===== src/rtl/uart_tx_param.sv =====
// Parametrised UART transmitter: configurable data width, parity and stop bits, paced by baud_tick.
// Define UART_TX_FIFO_EN to replace the single holding register with a FIFO_DEPTH-entry TX FIFO.
module uart_tx_param #(
    parameter int DATA_BITS  = 8,
    parameter int PARITY_EN  = 0,
    parameter int PARITY_ODD = 0,
    parameter int STOP_BITS  = 1,
    parameter int FIFO_DEPTH = 4
) (
    input  logic                 clk,
    input  logic                 rst,
    input  logic [DATA_BITS-1:0] tx_data,
    input  logic                 tx_valid,
    output logic                 tx_ready,
    input  logic                 baud_tick,
    output logic                 d_out,
    output logic                 t_busy,
    output logic                 uart_ack,
    output logic                 tx_done
`ifdef UART_TX_FIFO_EN
    ,
    output logic [$clog2(FIFO_DEPTH):0] fifo_count
`endif
);

    localparam int IW = $clog2(DATA_BITS);

    typedef enum logic [2:0] {IDLE, START, DATA, PARITY, STOP} state_t;

    if (DATA_BITS < 5 || DATA_BITS > 9 || STOP_BITS < 1 || STOP_BITS > 2 ||
        FIFO_DEPTH < 2 || (FIFO_DEPTH & (FIFO_DEPTH - 1)) != 0) begin : g_param_check
        $error("uart_tx_param: illegal parameter value");
    end

    state_t               state_q, state_d;
    logic [DATA_BITS-1:0] shift_q, shift_d;
    logic [IW-1:0]        idx_q, idx_d;
    logic                 stop_cnt_q, stop_cnt_d;
    logic                 par_q, par_d;
    logic                 d_out_q, d_out_d;
    logic                 busy_q, busy_d;
    logic                 ack_q, ack_d;
    logic                 done_q, done_d;
    logic                 baud_q;
    logic                 tick;
    logic                 push;
    logic                 load;
    logic                 have_word;
    logic [DATA_BITS-1:0] head;

    assign tick = baud_tick & ~baud_q;
    assign push = tx_valid & tx_ready;

`ifdef UART_TX_FIFO_EN
    localparam int AW = $clog2(FIFO_DEPTH);

    logic [DATA_BITS-1:0] mem_q [FIFO_DEPTH];
    logic [AW-1:0]        wr_ptr_q, wr_ptr_d;
    logic [AW-1:0]        rd_ptr_q, rd_ptr_d;
    logic [AW:0]          count_q, count_d;

    assign tx_ready   = (count_q != (AW+1)'(FIFO_DEPTH));
    assign have_word  = (count_q != '0);
    assign head       = mem_q[rd_ptr_q];
    assign fifo_count = count_q;

    // A simultaneous push and pop cancel in the count; pointers wrap naturally (power-of-2 depth).
    always_comb begin
        wr_ptr_d = wr_ptr_q + AW'(push);
        rd_ptr_d = rd_ptr_q + AW'(load);
        count_d  = count_q + (AW+1)'(push) - (AW+1)'(load);
    end

    always_ff @(posedge clk) begin
        if (push) begin
            mem_q[wr_ptr_q] <= tx_data;
        end
    end

    always_ff @(posedge clk or negedge rst) begin
        if (!rst) begin
            wr_ptr_q <= '0;
            rd_ptr_q <= '0;
            count_q  <= '0;
        end else begin
            wr_ptr_q <= wr_ptr_d;
            rd_ptr_q <= rd_ptr_d;
            count_q  <= count_d;
        end
    end
`else
    logic [DATA_BITS-1:0] hold_q, hold_d;
    logic                 hold_full_q, hold_full_d;

    assign tx_ready  = ~hold_full_q;
    assign have_word = hold_full_q;
    assign head      = hold_q;

    // Push needs an empty register and load needs a full one, so they never collide.
    always_comb begin
        hold_d      = push ? tx_data : hold_q;
        hold_full_d = push | (hold_full_q & ~load);
    end

    always_ff @(posedge clk or negedge rst) begin
        if (!rst) begin
            hold_q      <= '0;
            hold_full_q <= 1'b0;
        end else begin
            hold_q      <= hold_d;
            hold_full_q <= hold_full_d;
        end
    end
`endif

    always_comb begin
        state_d    = state_q;
        shift_d    = shift_q;
        idx_d      = idx_q;
        stop_cnt_d = stop_cnt_q;
        par_d      = par_q;
        d_out_d    = d_out_q;
        busy_d     = busy_q;
        ack_d      = push;
        done_d     = 1'b0;
        load       = 1'b0;

        case (state_q)
            IDLE: begin
                d_out_d = 1'b1;
                if (tick && have_word) begin
                    load = 1'b1;
                end
            end
            START: begin
                if (tick) begin
                    d_out_d = shift_q[0];
                    idx_d   = '0;
                    state_d = DATA;
                end
            end
            DATA: begin
                if (tick) begin
                    if (idx_q == IW'(DATA_BITS - 1)) begin
                        stop_cnt_d = 1'b0;
                        if (PARITY_EN != 0) begin
                            d_out_d = par_q;
                            state_d = PARITY;
                        end else begin
                            d_out_d = 1'b1;
                            state_d = STOP;
                        end
                    end else begin
                        idx_d   = idx_q + IW'(1);
                        shift_d = shift_q >> 1;
                        d_out_d = shift_q[1];
                    end
                end
            end
            PARITY: begin
                if (tick) begin
                    d_out_d    = 1'b1;
                    stop_cnt_d = 1'b0;
                    state_d    = STOP;
                end
            end
            STOP: begin
                if (tick) begin
                    if (stop_cnt_q == 1'(STOP_BITS - 1)) begin
                        done_d = 1'b1;
                        if (have_word) begin
                            load = 1'b1;
                        end else begin
                            busy_d  = 1'b0;
                            state_d = IDLE;
                        end
                    end else begin
                        stop_cnt_d = 1'b1;
                    end
                end
            end
            default: begin
                state_d = IDLE;
                d_out_d = 1'b1;
                busy_d  = 1'b0;
            end
        endcase

        // Loading the next word drives its start bit straight away, so frames chain with no idle gap.
        if (load) begin
            shift_d = head;
            par_d   = (^head) ^ (PARITY_ODD != 0);
            d_out_d = 1'b0;
            busy_d  = 1'b1;
            state_d = START;
        end
    end

    always_ff @(posedge clk or negedge rst) begin
        if (!rst) begin
            state_q    <= IDLE;
            shift_q    <= '0;
            idx_q      <= '0;
            stop_cnt_q <= 1'b0;
            par_q      <= 1'b0;
            d_out_q    <= 1'b1;
            busy_q     <= 1'b0;
            ack_q      <= 1'b0;
            done_q     <= 1'b0;
            baud_q     <= 1'b0;
        end else begin
            state_q    <= state_d;
            shift_q    <= shift_d;
            idx_q      <= idx_d;
            stop_cnt_q <= stop_cnt_d;
            par_q      <= par_d;
            d_out_q    <= d_out_d;
            busy_q     <= busy_d;
            ack_q      <= ack_d;
            done_q     <= done_d;
            baud_q     <= baud_tick;
        end
    end

    assign d_out    = d_out_q;
    assign t_busy   = busy_q;
    assign uart_ack = ack_q;
    assign tx_done  = done_q;

endmodule


===== config.mk =====
export PLATFORM = sky130hd
export DESIGN_NAME = uart_tx_param
export DESIGN_NICKNAME = d
export VERILOG_FILES = /design/src/rtl/uart_tx_param.sv
export SDC_FILE = /design/constraint.sdc
export NUM_CORES = 1
export LEC_CHECK = 0
export CORE_UTILIZATION = 57
export DETAILED_ROUTE_END_ITERATION = 10
export PLACE_DENSITY = 0.82
export SLEW_MARGIN = 20
export SYNTH_ARGS = -nofsm -noshare
export SYNTH_HDL_FRONTEND = slang
export SYNTH_SLANG_ARGS = --single-unit

===== constraint.sdc =====
create_clock -name clk -period 4.2 [get_ports clk]
set_input_delay 0.63 -clock clk [delete_from_list [all_inputs] [get_ports clk]]
set_output_delay 0.63 -clock clk [all_outputs]
set_load 0.1 [all_outputs]

==> key figures, run 1 <==
Timing
  • Crit share post-route: 63.4%
  • Clock Skews: 0.00450 ns
  • Fmax: 0.376 GHz
  • Slew Viols, Final: 0
  • Minimum clock period: 2.66 ns
  • Worst slew pin tran: 0.964 ns
  • Slew HR: 35.5%
  • Unrepaired setup endpoints after global routing: no
  • Final setup viols: 0
  • Hold Fails Final Rpt: 0
  • Fin Setup TNS: 0 ns

Placement
  • Port Buffers: 16
  • Placer Congestion: 0.813
  • Dpl cell area: 1450 sq um
  • DPL Wire Length: 1580 um

Layout
  • Layout cell share with drive strength beyond 1: 12.4%
  • Commonest non-fill, non-tap cell in the layout: dfrtp_1
  • Area grow syn2layout: 15.3%
  • Final instance area: 1500 sq um
  • NumNets Final: 144
  • Ant diodes: 0
  • Most frequent cells in the layout: 27 x dfrtp_1, 15 x clkdlybuf4s50_1, 10 x o21ai_1

Critical path
  • CP top delay family: buffers and inverters
  • CP peak stage delay: 1.13 ns
  • Arr. time, crit path: 2.03 ns
  • Crit path cell chain: clkdlybuf4s50_1
  • Crit Path Class: reg2out
  • CP Launch Type: flop
  • CP max-delay cell: clkdlybuf4s50_1
  • CP Max Fanout: 3
  • Critical Path End Type: output pin
  • WP buf/inv: 1
  • Required time worst endpoint: 3.57 ns

Clocking
  • H-tree levels: 1
  • Clk pin slew, worst setup/hold paths: 0.15 ns
  • CTS tree: done
  • Root Buffer: clkbuf_4
  • Clock Latency Late Sink: 0.33 ns
  • Clock tree sinks: 28
  • Setup bufs post-CTS: 0
  • CTS Buffer Depth: 2
  • Post-cts sizing count: 0
  • Inserted Clock Buffers: 3
  • Hold buffer count at CTS: 0

Floorplan
  • Die area: 2480 sq um
  • Boundary Pins: 17
  • Core ar.: 2060 sq um
  • Die height: 49.8 um
  • Row count: 16
  • Initial core utilization: 63.2%
  • Die Wd: 49.8 um

Route
  • Routed WL: 2330 um
  • 1st-iter DRT viols: 33
  • Drt drc: 0
  • Routed length per instance: 14.9 um
  • DRT Pass-1 Iters: 4
  • DRT antenna net count: 0
  • Vias per inst: 5.99
  • Total number of vias: 934

Yosys
  • Synthesized area: 1300 sq um
  • Multiplexer share of the synthesized area: 7.68%
  • Yosys reg bits: 28
  • Adder-Cell Fraction of Synth Area: 1.92%
  • Post-Synthesis Cells: 115
  • Cell variety after synth: 34
  • Simple-Gate Fraction of Synth Area: 18.6%
  • Compound-Gate Fraction of Synth Area: 13.2%
  • Synth Area in XOR/XNOR: 0%
  • Syn nets: 129
  • Sequential fraction of the synthesis area: 53.9%
  • Main combinational cell family by area after synthesis: simple AND/OR/NAND/NOR gates
  • Average size of a mapped cell: 11.3 sq um
  • Yosys warns: 0

Power and ir drop
  • Sequential share of power: 44.5%
  • P per Cell Area: 704 nW/um^2
  • Clock power share: 16.8%
  • NetSw: 411 uW
  • Max IR drop VDD: 0.000504 V
  • Sw Share: 38.9%
  • Logic pwr share: 38.7%
  • Pleak: 0.000615 uW
  • Int Pwr: 646 uW

Outcome
  • Status: finished clean

Global route
  • GRT Total Usage: 21.5%
  • Antenna violations before repair: 0
  • First-pass GRT wire length: 3930 um
  • Largest net degree at the start of global routing: 28
  • Grt total ovfl: 0
  • Vias in the first global route: 888

Flow run
  • Maxcap violations: 0

Worst hold path
  • Min-Delay Path Class: in2async
-- layer usage --
| layer | part of all wire [%] | wire [um] | GRT usage (%) | vias up |
|---|---|---|---|---|
| met4 | 0.64 | 15 | 10.0 | 0 |
| li1 | - | - | - | 446 |
| met1 | 48 | 1110 | 28.8 | 445 |
| met2 | 46 | 1070 | 34.5 | 41 |
| met5 | 0 | 0 | 0 | - |
| met3 | 5.5 | 129 | 2.78 | 2 |
-- registers in the layout (all words and copies together), names as in the netlist, 3 cells and up --
signal,cells
head,8
shift_q,8
state_q,3
idx_q,3
-- power groups by stage --
stage          Sequential [uW]  Clock (uW)  Combinational (uW)
2_1_floorplan              514           0                 287
3_3_place_gp               470           0                 395
3_5_place_dp               472           0                 410
4_1_cts                    468         180                 411
5_1_grt                    485         193                 444
6_report                   470         178                 409
-- logic make-up after synthesis --
| family | Yosys count |
|---|---|
| fa+ha+maj | 2 |
| compound gates | 28 |
| flops | 28 |
| simple gates | 38 |
| buf+inv | 10 |
| mux | 9 |
-- path summary, 6_finish.rpt --
check | end | slack, ns | depth (start not counted) | from
worst max register to register | shift_q[2] | 2.34 | 5 | idx_q[0]
worst min register to register | head[4] | 0.51 | 1 | head[4]
max in group asynchronous | head[5] | 3.49 | 2 | rst
worst max-delay path | d_out | 1.54 | 1 | d_out
min in group clk | head[4] | 0.51 | 1 | head[4]
worst min-delay path | shift_q[5] | 0.26 | 1 | rst
-- cell usage after synthesis, drive strengths merged --
master,instances,area (sq um)
buf,4,38.8
nor3,8,40.0
ha,2,25.0
dfrtp,27,676
o2bb2ai,1,8.76
inv,3,11.3
or4b,1,13.8
a31oi,7,43.8
nor4,1,6.26
nand3,8,40.0
a211oi,1,7.51
mux2i,1,10.0
o21ai,12,60.1
nor2,4,22.5
a22o,3,26.3
nor3b,2,15.0
nand2b,1,6.26
mux2,8,90.1
nor4b,2,32.5
nor2b,3,18.8
clkbuf,3,11.3
o21a,1,7.51
nand2,4,15.0
o21bai,1,7.51
a21oi,2,10.0
nand3b,2,15.0
dfstp,1,26.3
or2b,1,11.3
or2,1,6.26
-- final cells by class --
cell class | count | area (sq um)
repair buffers | 17 | 163
flip-flops and latches | 28 | 702
fillers | 145 | 561
multi-input cells | 77 | 539
clock inverters | 1 | 30.0
inverters | 3 | 11.3
well taps | 27 | 33.8
clock buffers | 3 | 22.5
-- through the flow --
step | power [uW] | hold WS [ns] | setup slack [ns] | utilization, % | cells
floorplan | 802 | 0.334 | 2.44 | - | 115
global placement | 865 | 0.474 | 1.68 | 70.5 | 152
detailed placement | 882 | 0.483 | 1.60 | 70.3 | 152
CTS | 1060 | 0.279 | 1.53 | 72.8 | 156
global route | 1120 | 0.300 | 1.48 | 72.8 | 156
finish | 1060 | 0.261 | 1.54 | 72.8 | 156
-- worst reg2reg max path: stages, from the launching register on --
cell and delay [ns]:
dfrtp_1 0.41, ha_1 0.20, ha_1 0.26, or4b_4 0.59, o21ai_1 0.16, a31oi_1 0.10
Power figures use the tool's default switching activity.
==> run 2, diff against run 1 <==
CORE_UTILIZATION = 53   (was 57)
PLACE_DENSITY = 0.77   (was 0.82)
clock period = 2.75 ns   (was 4.2 ns; I/O delays follow)
==> run 2 against run 1 <==
Compared with the run above: setup slack worse by 0.69 ns; wire length is 3.6% higher; clock power increased by 15%; first-iteration DRC count down 36%; register-to-register slack worse by 1.5 ns; sequential power increased by 53%; non-clock buffer count is 2 higher.
==> key figures, run 2 (synthesis results as in run 1) <==
Clocking
  • Root Buffer: clkbuf_4
  • Hold buffer count at CTS: 0 (unchanged)
  • CTS Buffer Depth: 2 (unchanged)
  • Post-cts sizing count: 0 (unchanged)
  • H-tree levels: 1 (unchanged)
  • Clk pin slew, worst setup/hold paths: 0.14 ns (about the same)
  • Clock tree sinks: 28 (unchanged)
  • CTS tree: done
  • Inserted Clock Buffers: 3 (unchanged)
  • Clock Latency Late Sink: 0.34 ns (about the same)
  • Setup bufs post-CTS: 0 (unchanged)

Critical path
  • Worst setup path endpoint: shift_q[1]
  • Crit Path Class: reg2reg
  • CP Launch Type: flop
  • CP dominant cell by count: ha_1
  • Crit path cell chain: ha_1 -> ha_1 -> or4b_4 -> o21ai_1 -> a31oi_1
  • Arr. time, crit path: 2.10 ns (+0.07 ns)
  • R2R Path Start: idx_q[0]
  • Required time worst endpoint: 2.96 ns (-0.61 ns)
  • Crit. Startpoint: idx_q[0]
  • Reg2Reg Capture Point: shift_q[1]
  • Internal reg-to-reg setup slack: 0.85 ns (-1.49 ns)
  • CP max-delay cell: or4b_4
  • CP peak stage delay: 0.59 ns (-0.54 ns)
  • Critical Path End Type: flop
  • CP Max Fanout: 9 (+6)
  • R2R depth: 5 (unchanged)

Timing
  • Unrepaired setup endpoints after global routing: no
  • Fmax: 0.527 GHz
  • Crit share post-route: 69.0%
  • Slew HR: 72.1% (+37 points)
  • Worst slew pin tran: 0.417 ns (-0.547 ns)
  • Hold Fails Final Rpt: 0 (unchanged)
  • Slew Viols, Final: 0 (unchanged)
  • Final setup viols: 0 (unchanged)
  • Worst setup margin: 0.853 ns (-0.685 ns)
  • Final hold slack: 0.430 ns (+0.169 ns)
  • Minimum clock period: 1.90 ns
  • Clock Skews: 0.00375 ns (-0.000744 ns)
  • Fin Setup TNS: 0 ns (unchanged)

Power and ir drop
  • NetSw: 631 uW (+53%)
  • Total power: 1550 uW (+47%)
  • Logic pwr share: 40.4% (+1.7 points)
  • Pleak: 0.000624 uW (+1.5%)
  • Max IR drop VDD: 0.000820 V (+63%)
  • Sw Share: 40.7% (+1.8 points)
  • P per Cell Area: 1040 nW/um^2 (+47%)
  • Int Pwr: 918 uW (+42%)
  • Clock power share: 13.2% (-3.6 points)
  • Sequential share of power: 46.4% (+1.9 points)

Global route
  • Largest net degree at the start of global routing: 29 (+3.6%)
  • Antenna violations before repair: 0 (unchanged)
  • Grt total ovfl: 0 (unchanged)
  • GRT Total Usage: 21.9% (+0.44 points)
  • Vias in the first global route: 939 (+5.7%)
  • First-pass GRT wire length: 4150 um (+5.6%)

Floorplan
  • Initial core utilization: 57.8% (-5.4 points)
  • Die height: 51.6 um (+3.6%)
  • Die Wd: 51.6 um (+3.6%)
  • Boundary Pins: 17 (unchanged)
  • Row count: 17 (+1)
  • Core ar.: 2250 sq um (+9.3%)
  • Die area: 2660 sq um (+7.3%)

Placement
  • DPL Wire Length: 1660 um (+4.8%)
  • Worst slack, placed: 0.793 ns (-0.808 ns)
  • Port Buffers: 16 (unchanged)
  • Placer Congestion: 0.840 (+3.2%)

Layout
  • Most frequent cells in the layout: 27 x dfrtp_1, 11 x clkdlybuf4s50_1, 10 x o21ai_1
  • Area grow syn2layout: 14.7%
  • Ant diodes: 0 (unchanged)
  • NumNets Final: 146 (+1.4%)
  • Layout cell share with drive strength beyond 1: 16.8% (+4.4 points)
  • Commonest non-fill, non-tap cell in the layout: dfrtp_1
  • Fill count: 181 (+25%)

Route
  • Vias per inst: 6.05 (+1.1%)
  • Routed length per instance: 15.2 um (+1.7%)
  • Drt drc: 0 (unchanged)
  • Routed WL: 2410 um (+3.6%)
  • Total number of vias: 962 (+3.0%)
  • 1st-iter DRT viols: 21 (-36%)
  • DRT antenna net count: 0 (unchanged)
  • DRT Pass-1 Iters: 4 (unchanged)

Outcome
  • Status: finished clean

Flow run
  • Maxcap violations: 0 (unchanged)

Worst hold path
  • Min-Delay Path Class: in2async
run 2: cell types whose count changed in the layout (fill, tap and decap cells not counted):
cell             before  now
buf_4                 1    8
clkbuf_8              0    1
buf_2                 1    0
bufinv_16             1    0
clkdlybuf4s50_1      15   11
run 2: worst min-delay path by stage:
stage                 end
6_report           t_busy
5_1_grt        shift_q[5]
4_1_cts            t_busy
3_5_place_dp      head[4]
3_3_place_gp      head[5]
2_1_floorplan      baud_q
run 2: final cells by class:
type	instances	area [sq um]	area share (%)
well taps	28	35.0	2.35
multi-input cells	77	539	36.1
inverters	3	11.3	0.754
flip-flops and latches	28	702	47.0
repair buffers	19	170	11.4
clock buffers	4	36.3	2.43
run 2: through the flow:
step | utilization [%] | cell area, sq um | cells
after CTS | 66.3 | 1490 | 159
after floorplan | - | 1300 | 115
after global routing | 66.3 | 1490 | 159
final | 66.3 | 1490 | 159
after global placement | 64.7 | 1460 | 155
after detailed placement | 64.7 | 1460 | 155
run 2: power by group through the flow:
stage	clock network, uW	registers (uW)	logic, uW
final	204	719	626
after global routing	222	740	683
after CTS	209	717	630
after detailed placement	0	725	630
after global placement	0	719	607
after floorplan	0	785	439
run 2: metal layers:
layer / vias to the layer above / track usage [%] / part of all wire, %
met5: - / 0 / 0
met4: 0 / 12.6 / 2.4
met3: 5 / 2.63 / 3.4
met2: 19 / 34.2 / 46
met1: 486 / 29.5 / 48
li1: 452 / - / -
run 2: worst max-delay path, delay by kind of cell (launching register included):
kind / cells / cell delay, ns
compound gates: 2 / 0.28
fa+ha+maj: 2 / 0.47
flops: 1 / 0.42
simple gates: 1 / 0.59
==> run 3, diff against run 2 <==
clock period = 2 ns   (was 2.75 ns; I/O delays follow)
==> run 3 against run 2 <==
Compared with the run above: combinational power rose by 41%; total power rose by 39%; non-clock buffer count did not move; sequential power rose by 39%; sequential share of layout area fell by 0.39 points; first-iteration DRC count rose by 38%; critical endpoint is now shift_q[3].
==> key figures, run 3 (synthesis results as in run 1) <==
Critical path
  • Crit path cell chain: ha_1 -> ha_1 -> or4b_4 -> o21ai_1 -> a31oi_1
  • R2R Path Start: idx_q[0]
  • Required time worst endpoint: 2.20 ns (-0.76 ns)
  • Reg2Reg Capture Point: shift_q[3]
  • R2R depth: 5 (unchanged)
  • Crit. Startpoint: idx_q[0]
  • CP dominant cell by count: ha_1
  • Critical Path End Type: flop
  • CP Max Fanout: 9 (unchanged)
  • Arr. time, crit path: 2.06 ns (-0.04 ns)
  • WP buf/inv: 0 (unchanged)
  • CP top delay family: simple AND/OR/NAND/NOR gates
  • CP Launch Type: flop
  • CP Depth: 5 (unchanged)
  • CP max-delay cell: or4b_4
  • Internal reg-to-reg setup slack: 0.14 ns (-0.71 ns)
  • CP peak stage delay: 0.59 ns (about the same)
  • Worst setup path endpoint: shift_q[3]
  • Crit Path Class: reg2reg

Route
  • DRT Pass-1 Iters: 4 (unchanged)
  • 1st-iter DRT viols: 29 (+38%)
  • Total number of vias: 954 (-0.83%)
  • DRT antenna net count: 0 (unchanged)
  • Vias per inst: 6.00 (-0.83%)
  • Routed WL: 2450 um (+1.4%)
  • Drt drc: 0 (unchanged)
  • Routed length per instance: 15.4 um (+1.4%)

Layout
  • Non-Filler Instances: 159 (unchanged)
  • Ant diodes: 0 (unchanged)
  • Layout cell share with drive strength beyond 1: 16.8% (unchanged)
  • Area grow syn2layout: 15.7%
  • Fill count: 178 (-1.7%)
  • Commonest non-fill, non-tap cell in the layout: dfrtp_1
  • NumNets Final: 146 (unchanged)
  • Most frequent cells in the layout: 27 x dfrtp_1, 11 x clkdlybuf4s50_1, 10 x o21ai_1

Floorplan
  • Die height: 51.6 um (unchanged)
  • Core ar.: 2250 sq um (unchanged)
  • Die Wd: 51.6 um (unchanged)
  • Row count: 17 (unchanged)
  • Die area: 2660 sq um (unchanged)
  • Boundary Pins: 17 (unchanged)
  • Initial core utilization: 57.8% (unchanged)

Timing
  • Minimum clock period: 1.86 ns (-0.0360 ns)
  • Final setup viols: 0 (unchanged)
  • Clock Skews: 0.00777 ns (+0.00402 ns)
  • Unrepaired setup endpoints after global routing: no
  • Hold Fails Final Rpt: 0 (unchanged)
  • Fin Setup TNS: 0 ns (unchanged)
  • Final hold slack: 0.321 ns (-0.108 ns)
  • Crit share post-route: 93.0% (+24 points)
  • Slew Viols, Final: 0 (unchanged)
  • Fmax: 0.537 GHz (+1.9%)
  • Worst slew pin tran: 0.421 ns (+0.00401 ns)
  • Slew HR: 71.8% (-0.27 points)

Power and ir drop
  • Pleak: 0.000630 uW (+0.91%)
  • P per Cell Area: 1430 nW/um^2 (+38%)
  • Max IR drop VDD: 0.000964 V (+18%)

Placement
  • Port Buffers: 16 (unchanged)
  • DPL Wire Length: 1700 um (+2.5%)
  • # placed instances: 155 (unchanged)
  • Placer Congestion: 0.806 (-3.9%)

Global route
  • First-pass GRT wire length: 4420 um (+6.7%)
  • Grt total ovfl: 0 (unchanged)
  • GRT Total Usage: 23.0% (+1.1 points)
  • Largest net degree at the start of global routing: 29 (unchanged)
  • Antenna violations before repair: 0 (unchanged)
  • Vias in the first global route: 989 (+5.3%)

Clocking
  • Inserted Clock Buffers: 3 (unchanged)
  • H-tree levels: 1 (unchanged)
  • CTS tree: done
  • Clock Latency Late Sink: 0.32 ns (-0.02 ns)
  • Hold buffer count at CTS: 0 (unchanged)
  • Clk pin slew, worst setup/hold paths: 0.14 ns (about the same)
  • Setup bufs post-CTS: 0 (unchanged)
  • Clock tree sinks: 28 (unchanged)
  • Post-cts sizing count: 0 (unchanged)
  • CTS Buffer Depth: 2 (unchanged)
  • Root Buffer: clkbuf_4

Outcome
  • Status: finished clean

Flow run
  • Maxcap violations: 0 (unchanged)

Worst hold path
  • Min-Delay Path Class: in2async
-- run 3: power by group --
part | switching [uW] | total [uW] | internal (uW) | leakage [uW]
combinational | 521 | 880 | 359 | 0.000272
sequential | 189 | 999 | 810 | 0.000336
clock | 158 | 269 | 111 | 0.0000210
total | 869 | 2150 | 1280 | 0.000630
-- run 3: worst register-to-register path, stage by stage, from the launching register on --
cell     delay (ns)
dfrtp_1        0.41
ha_1           0.20
ha_1           0.26
or4b_4         0.59
o21ai_1        0.17
a31oi_1        0.10
-- run 3: area by class of cell --
type	count	area (sq um)	share of cell area [%]
inverter	3	11.3	0.748
timing repair buffer	19	183	12.1
sequential	28	702	46.6
tap	28	35.0	2.33
clock buffer	4	36.3	2.41
multi-input combinational	77	539	35.8
-- run 3: through the flow --
step	setup slack, ns	instance area [sq um]	utilization, %	total power [uW]
after floorplan	0.244	1300	-	1680
after global placement	0.222	1470	65.2	1840
after detailed placement	0.150	1470	65.2	1890
after CTS	0.127	1510	66.8	2160
after global routing	0.0468	1510	66.8	2300
final	0.139	1510	66.8	2150
-- run 3: worst min-delay path by stage --
stage          endpoint  slack [ns]  cells after the start
2_1_floorplan    baud_q       0.004                      0
3_3_place_gp     t_busy        0.47                      1
3_5_place_dp     t_busy        0.48                      1
4_1_cts         tx_done        0.33                      2
5_1_grt          t_busy        0.36                      2
6_report        head[4]        0.32                      2
-- run 3: per-layer routing --
| layer | vias up | part of all wire (%) | track usage, % |
|---|---|---|---|
| met2 | 48 | 49 | 37.7 |
| met3 | 8 | 6.7 | 2.92 |
| met5 | - | 0 | 0 |
| li1 | 453 | - | - |
| met4 | 0 | 1.6 | 9.46 |
| met1 | 445 | 43 | 31.0 |
